`src/rtl/rr_arb8_enc.sv`:
```
// rr_arb8_enc: eight-way round-robin arbiter with a registered one-hot grant
// and its 8-to-3 binary encoding. A contended owner is limited to MAX_HOLD
// consecutive cycles. On release the grant passes to the next requester at
// the same edge, so there is no idle cycle between owners.
module rr_arb8_enc #(
    parameter int unsigned MAX_HOLD = 4   // legal range 1..15
) (
    input  logic       clk,
    input  logic       rst,
    input  logic [7:0] req,
    input  logic       done,
    output logic [7:0] gnt,
    output logic [2:0] gnt_id,
    output logic       gnt_vld
);

    typedef enum logic {
        ST_IDLE  = 1'b0,
        ST_GRANT = 1'b1
    } state_t;

    localparam logic [3:0] HOLD_LAST = 4'(MAX_HOLD - 1);

    state_t     r_state;
    logic [2:0] r_ptr;
    logic [2:0] r_owner;
    logic [3:0] r_hold;
    logic [7:0] r_gnt;
    logic [2:0] r_gnt_id;
    logic       r_vld;

    logic       w_any;
    logic       w_others;
    logic       w_release;
    logic [2:0] w_base;
    logic [2:0] w_win;
    logic [7:0] w_win_oh;

    // First set bit of r, scanning base, base+1, ... with 3-bit wrap.
    function automatic logic [2:0] rr_pick(input logic [7:0] r, input logic [2:0] base);
        logic [2:0] idx;
        logic       found;
        rr_pick = base;
        found   = 1'b0;
        for (int unsigned k = 0; k < 8; k++) begin
            idx = base + 3'(k);
            if (!found && r[idx]) begin
                rr_pick = idx;
                found   = 1'b1;
            end
        end
    endfunction

    // 8-to-3 encoder, bit i maps to i; all-zero input encodes as 0.
    function automatic logic [2:0] enc8(input logic [7:0] oh);
        enc8 = 3'd0;
        for (int unsigned k = 0; k < 8; k++) begin
            if (oh[k]) begin
                enc8 = enc8 | 3'(k);
            end
        end
    endfunction

    // Release decision and winner selection. On release the scan starts just
    // past the old owner, so the old owner gets the lowest priority.
    always_comb begin
        w_any     = |req;
        w_others  = |(req & ~r_gnt);
        w_release = (r_state == ST_GRANT) &&
                    (done || !req[r_owner] || ((r_hold == HOLD_LAST) && w_others));
        w_base    = w_release ? (r_owner + 3'd1) : r_ptr;
        w_win     = rr_pick(req, w_base);
        w_win_oh  = 8'b0000_0001 << w_win;
    end

    // Arbitration state machine with registered grant outputs.
    always_ff @(posedge clk or posedge rst) begin
        if (rst) begin
            r_state  <= ST_IDLE;
            r_ptr    <= '0;
            r_owner  <= '0;
            r_hold   <= '0;
            r_gnt    <= '0;
            r_gnt_id <= '0;
            r_vld    <= 1'b0;
        end else begin
            case (r_state)
                ST_IDLE: begin
                    if (w_any) begin
                        r_state  <= ST_GRANT;
                        r_owner  <= w_win;
                        r_hold   <= '0;
                        r_gnt    <= w_win_oh;
                        r_gnt_id <= w_win;
                        r_vld    <= 1'b1;
                    end
                end
                ST_GRANT: begin
                    if (w_release) begin
                        r_ptr <= r_owner + 3'd1;
                        if (w_any) begin
                            r_owner  <= w_win;
                            r_hold   <= '0;
                            r_gnt    <= w_win_oh;
                            r_gnt_id <= w_win;
                            r_vld    <= 1'b1;
                        end else begin
                            r_state  <= ST_IDLE;
                            r_hold   <= '0;
                            r_gnt    <= '0;
                            r_gnt_id <= '0;
                            r_vld    <= 1'b0;
                        end
                    end else if (r_hold != HOLD_LAST) begin
                        r_hold <= r_hold + 4'd1;
                    end
                end
                default: begin
                    r_state <= ST_IDLE;
                end
            endcase
        end
    end

    assign gnt     = r_gnt;
    assign gnt_id  = r_gnt_id;
    assign gnt_vld = r_vld;

    // Output invariants: at most one grant, consistent encoding and valid.
    a_gnt_onehot0: assert property (@(posedge clk) disable iff (rst) $onehot0(gnt));
    a_gnt_enc:     assert property (@(posedge clk) disable iff (rst) gnt_id == enc8(gnt));
    a_gnt_vld:     assert property (@(posedge clk) disable iff (rst) gnt_vld == (|gnt));

endmodule

```
`config.mk`:
```
export PLATFORM = sky130hd
export DESIGN_NAME = rr_arb8_enc
export DESIGN_NICKNAME = d
export VERILOG_FILES = /design/src/rtl/rr_arb8_enc.sv
export SDC_FILE = /design/constraint.sdc
export NUM_CORES = 1
export LEC_CHECK = 0
export CAP_MARGIN = 20
export CORE_UTILIZATION = 55
export DETAILED_ROUTE_END_ITERATION = 10
export PLACE_DENSITY = 0.76
export SYNTH_ARGS = -nofsm -noshare
export SYNTH_HDL_FRONTEND = slang
export SYNTH_SLANG_ARGS = --single-unit
```
`constraint.sdc`:
```
create_clock -name clk -period 4.05 [get_ports clk]
set_input_delay 0.405 -clock clk [delete_from_list [all_inputs] [get_ports clk]]
set_output_delay 0.405 -clock clk [all_outputs]
set_load 0.01 [all_outputs]
```
# == Word level (Yosys, flattened, before mapping) ==
# Index checks and enable logic that the tools add are counted.
# word_totals
out_inout_bits,12
reg_bits,23
word_cells,111
# classes
eq_ne,5
n_addsub,9
reduce_logical,23
shift,1
n_bitwise,3
magnitude_cmp,9
n_mux,54
# ops
cell,count
$mux 3,13
$lt 3x4->1 const B,9
$bmux 1 s3,9
$mux 8,3
$mux 1,20
$pmux 8 s2,1
$reduce_or 8->1,2
$add 3x3->3 const B,4
$mux 4,3
$pmux 3 s2,2
$logic_and 1x1->1,9
$and 8x8->8,1
$logic_not 1->1,8
$not 8->8,1
$pmux 4 s2,1
$shl 1x3->8 const A,1
$add 3x1->3 const B,2
$add 3x2->3 const B,2
$add 4x1->4 const B,1
$eq 4x2->1 const B,1
$ne 4x2->1 const B,1
$pmux 1 s2,2
$reduce_and 2->1,2
$ne 3x1->1 const B,1
other kinds (4),5

# == Logic depth before layout (Yosys ltp) ==
# logic_depth
ltp_word,35
ltp_mapped,19
ltp_nobuf,17

# == Worst setup path after synthesis ==
# No wires, ideal clock.
# synth_path
kind,register to register
from,register r_owner[0]
to,register r_gnt[2] (netlist: gnt[2])
slack_ns,-0.446
arrival_ns,4.401
setup_ns,0.095
synth_period_minus_slack_ns,4.496
stages_incl_launch_ff,18
t_required_ns,3.955
path_cell_list,dfrtp_1 -> buf_6 -> mux4_2 -> nor2_2 -> nand2_1 -> nand3_2 -> mux2i_1 -> ha_1 -> buf_4 -> mux4_2 -> mux2_4 -> o2bb2ai_2 -> nand4_1 -> a22oi_2 -> nand4_2 -> o221a_1 -> a22o_1 -> o31ai_1
# synth_via
elab_chain_len,35
word_cells_on_any_way,66
classes_between,8 x add/sub; 1 x eq/ne; 1 x shift; 37 x mux; 19 x reduce/logical
# synth_lines
element,line,text
from (decl),26,logic [2:0] r_owner;
from (signal assigned),91,r_owner <= w_win;
from (signal assigned),102,r_owner <= w_win;
"parallel branches: the longest is 35 deep, another holds $add 3x1->3",n/a,
to (signal assigned),93,r_gnt <= w_win_oh;
to (signal assigned),104,r_gnt <= w_win_oh;
to (decl),28,logic [7:0] r_gnt;
# Parallel ways; which one is timed is not known. The select of a mux whose other input is x is not followed.
# A chain may end at the register's enable or synchronous reset.

# == Final worst setup path ==
# layout_path
from,register r_owner[0]
to,register r_gnt[3] (netlist: gnt[3])
# layout_via
elab_chain_len,35
word_cells_on_any_way,66
classes_between,8 x add/sub; 1 x eq/ne; 1 x shift; 37 x mux; 19 x reduce/logical
# layout_lines
element,line,text
$bmux 1 s3,70,(done || !req[r_owner] || ((r_hold == HOLD_LAST) && w_others));
$mux 1 (not written as such),70,
$logic_not 1->1,70,
$logic_or 1x1->1 (2 in a row),70,
$logic_and 1x1->1,69,w_release = (r_state == ST_GRANT) &&
$mux 3 (*),n/a,
named net w_base[1],35,logic [2:0] w_base;
"parallel branches: the longest is 23 deep, another holds $add 3x1->3",n/a,
$mux 3 (*),47,if (!found && r[idx]) begin
$shl 1x3->8 (*),73,w_win_oh = 8'b0000_0001 << w_win;
$mux 8,101,if (w_any) begin
$mux 8,99,if (w_release) begin
$pmux 8 s2 (*),87,case (r_state)
# Mark *: on every way through the listed nets, which the timed path passes. The select of a mux whose other input is x is not followed.

==> results.cfg <==
[worst_hold_path]
hp-class = flop to flop

[setup_path]
critPathArrivalTime_ns = 4.64
crit_end = gnt[3]
crit_path_start = r_owner[0]
crit_chain = buf_6 -> mux2i_1 -> a221o_1 -> nand2_2 -> and4_1 -> a21o_1 -> inv_2 -> ha_4 -> mux4_2 -> mux2_4 -> o2bb2ai_2 -> nand4_1 -> nand2_2 -> nand4_1 -> buf_4 -> nor3b_1 -> nor3_2 -> buf_6 -> o31ai_4
rrSetupSlack_ns = -0.44
crit_fanout = 8
rr_worst_depth = 19
critPathBufInv = 4
cpMaxStageDelayCell = mux4_2
slowest_delay_ns = 0.59
critPathRequiredTime_ns = 4.21
reg2reg_to = gnt[3]
cp-start-kind = flop
r2r-start = r_owner[0]
cp.depth = 19
cpLargestDelayFamily = simple AND/OR/NAND/NOR gates
critPathKind = flop to flop
end_kind = flop

[finish]
layout_common_cells = 81 x buf_4, 37 x nand2_1, 23 x nor2_1
final_common_cell = buf_4
antennaDiodeCount = 0
nNetsFinal = 458
synthToLayoutAreaGrowth_pct = 36.6
drive_gt1_frac = 0.414

[clock_network]
htreeDepth = 1
root_buffer = clkbuf_8
cts_tree = built
clock_path_buffers = 2
path_clk_slew_ns = 0.09
postCtsHoldBufs = 0
cts_buffers = 3
clkSinkCount = 23
clk_latency_ns = 0.27

[drt]
drc = 0
first_pass_iters = 6
vias = 3442
drtIter0Drc = 411
ant_nets = 0
via_per_inst = 6.70
wl_per_cell_um = 21.2
wl_mm = 10.9

[yosys]
yosys_register_bits = 23
synthArstFlopShare = 1.00
synth_edf_count = 0
seq_area_frac_synth = 0.183
syn_inst = 356
syn-cell-area_um2 = 3150
syn-num-nets = 371
synthTopCellsByArea = dfrtp_1 18%, mux4_2 14%, mux2i_1 7.9%, mux2_2 5.0%, nand2_1 4.9%
synth_top_area_share = 0.183
ys_warn_count = 0
ys.flop_type = dfrtp_1
synth_cell_types = 72
synth_top_area_cell = dfrtp_1
avgSynthCellArea_um2 = 8.85

[sta]
min_period_ns = 4.49
setup_viol = 14
max_freq_mhz = 223
fin_skew_ns = 0.00232
fin_ws_ns = -0.437
drv_slew = 0
grt_setup_unrepaired = yes
final-hold-violation-count = 0
tightest_slew_ns = 0.905
fin_tns_setup_ns = -5.57
post-route-period-util = 1.11
slew_headroom = 0.396

[floorplan]
core.rowCount = 27
die_area_um2 = 6030
die_width_um = 77.7
io_pins = 23
fp.coreArea_um2 = 5510
initial_core_util = 0.572
fp.dieH_um = 77.7

[global_route]
grt_pass1_vias = 3347
grtUsageTotal = 0.356
antenna_found_initial = 0
grt.overflow.total = 0
grt_max_degree = 24
grt_pass1_wl_mm = 16.7

[flow_run]
cap_violations = 0

[placement]
port_buffers = 22
dp_hpwl_mm = 7.69
globalplace.congestion = 1.05

[status]
status = complete, but fails checks
violations = setup timing
## cell families (layout without fill, tap and decap cells)
family          count (synthesis)  count (layout)  share of synthesized area
buf+inv                        43             129                     0.0632
xor+xnor                        8               8                     0.0246
compound gates                 89              89                      0.222
mux                            59              59                      0.270
simple gates                  130             130                      0.221
flops                          23              23                      0.183
fa+ha+maj                       4               4                     0.0159
## through the flow
| step | cell area, µm² | std cells | util | hold slack, ns | setup slack [ns] |
|---|---|---|---|---|---|
| global placement | 3970 | 496 | 0.720 | 0.465 | -0.821 |
| finish | 4300 | 514 | 0.781 | 0.508 | -0.437 |
| floorplan | 3250 | 356 | - | 0.407 | -0.115 |
| CTS | 4180 | 510 | 0.759 | 0.492 | -0.322 |
| detailed placement | 3970 | 496 | 0.720 | 0.469 | -0.949 |
| global route | 4300 | 514 | 0.781 | 0.537 | -0.576 |
## synthesized netlist by cell type (3+ instances only)
master	instances
a221oi_1	3
a21oi_1	8
dfrtp_1	23
o22ai_1	3
buf_6	3
a21o_1	5
a22o_1	4
and2_1	5
mux4_2	19
nor2_1	23
clkbuf_1	15
and3_1	3
ha_1	4
nand3b_1	6
o31ai_1	12
nor4_1	6
xnor2_1	5
nor2b_1	11
o211ai_1	3
nand4_1	8
nor3b_1	3
nand2b_1	4
buf_2	9
nor3_1	3
mux2i_1	25
nand3_1	3
nand2_1	41
o21ai_0	17
mux2_2	14
inv_1	14
## layer usage
layer	wire length, µm	track usage	vias to the layer above	share of wire
li1	-	-	1530	-
met1	4260	0.444	1673	0.39
met2	5450	0.606	193	0.50
met3	620	0.0388	46	0.057
met4	546	0.185	0	0.050
met5	0	0	-	0
## worst min path at each step
stage	end	from	slack, ns	cells after the start
final	gnt_id[0]	gnt_id[0]	0.51	2
after global routing	gnt_id[0]	gnt_id[0]	0.54	2
after CTS	gnt_id[0]	gnt_id[0]	0.49	2
after detailed placement	gnt_id[0]	gnt_id[0]	0.47	2
after global placement	gnt_id[0]	gnt_id[0]	0.46	2
after floorplan	gnt[0]	rst	0.41	1
## tightest hold or removal path, stage by stage, from the launching register on
cell and delay (ns):
dfrtp_1 0.36, nand2_1 0.06, nand2_2 0.06
## registers in the layout, summed over array words and instances, names as in the netlist
| signal | count |
|---|---|
| gnt | 8 |
| r_hold | 4 |
| gnt_id | 3 |
| r_owner | 3 |
| r_ptr | 3 |
| gnt_vld | 1 |
| r_state | 1 |
## timing repair
action                                  4_1_cts  5_1_grt
cloned                                        0        0
endpoints found under the setup margin       14       14
setup buffers                                10        4
resized for setup                            33       20
pin swaps                                    21       13
## final cells by class
type | count | area, µm²
clock buffer | 3 | 41.3
clock inverter | 1 | 5.00
fill | 371 | 1200
inverter | 15 | 56.3
multi-input combinational | 290 | 2640
sequential | 23 | 577
tap | 72 | 90.1
timing repair buffer | 110 | 897
Power is not shown: default switching activity piles up to over one toggle a cycle in this logic, so the estimate is an artifact.
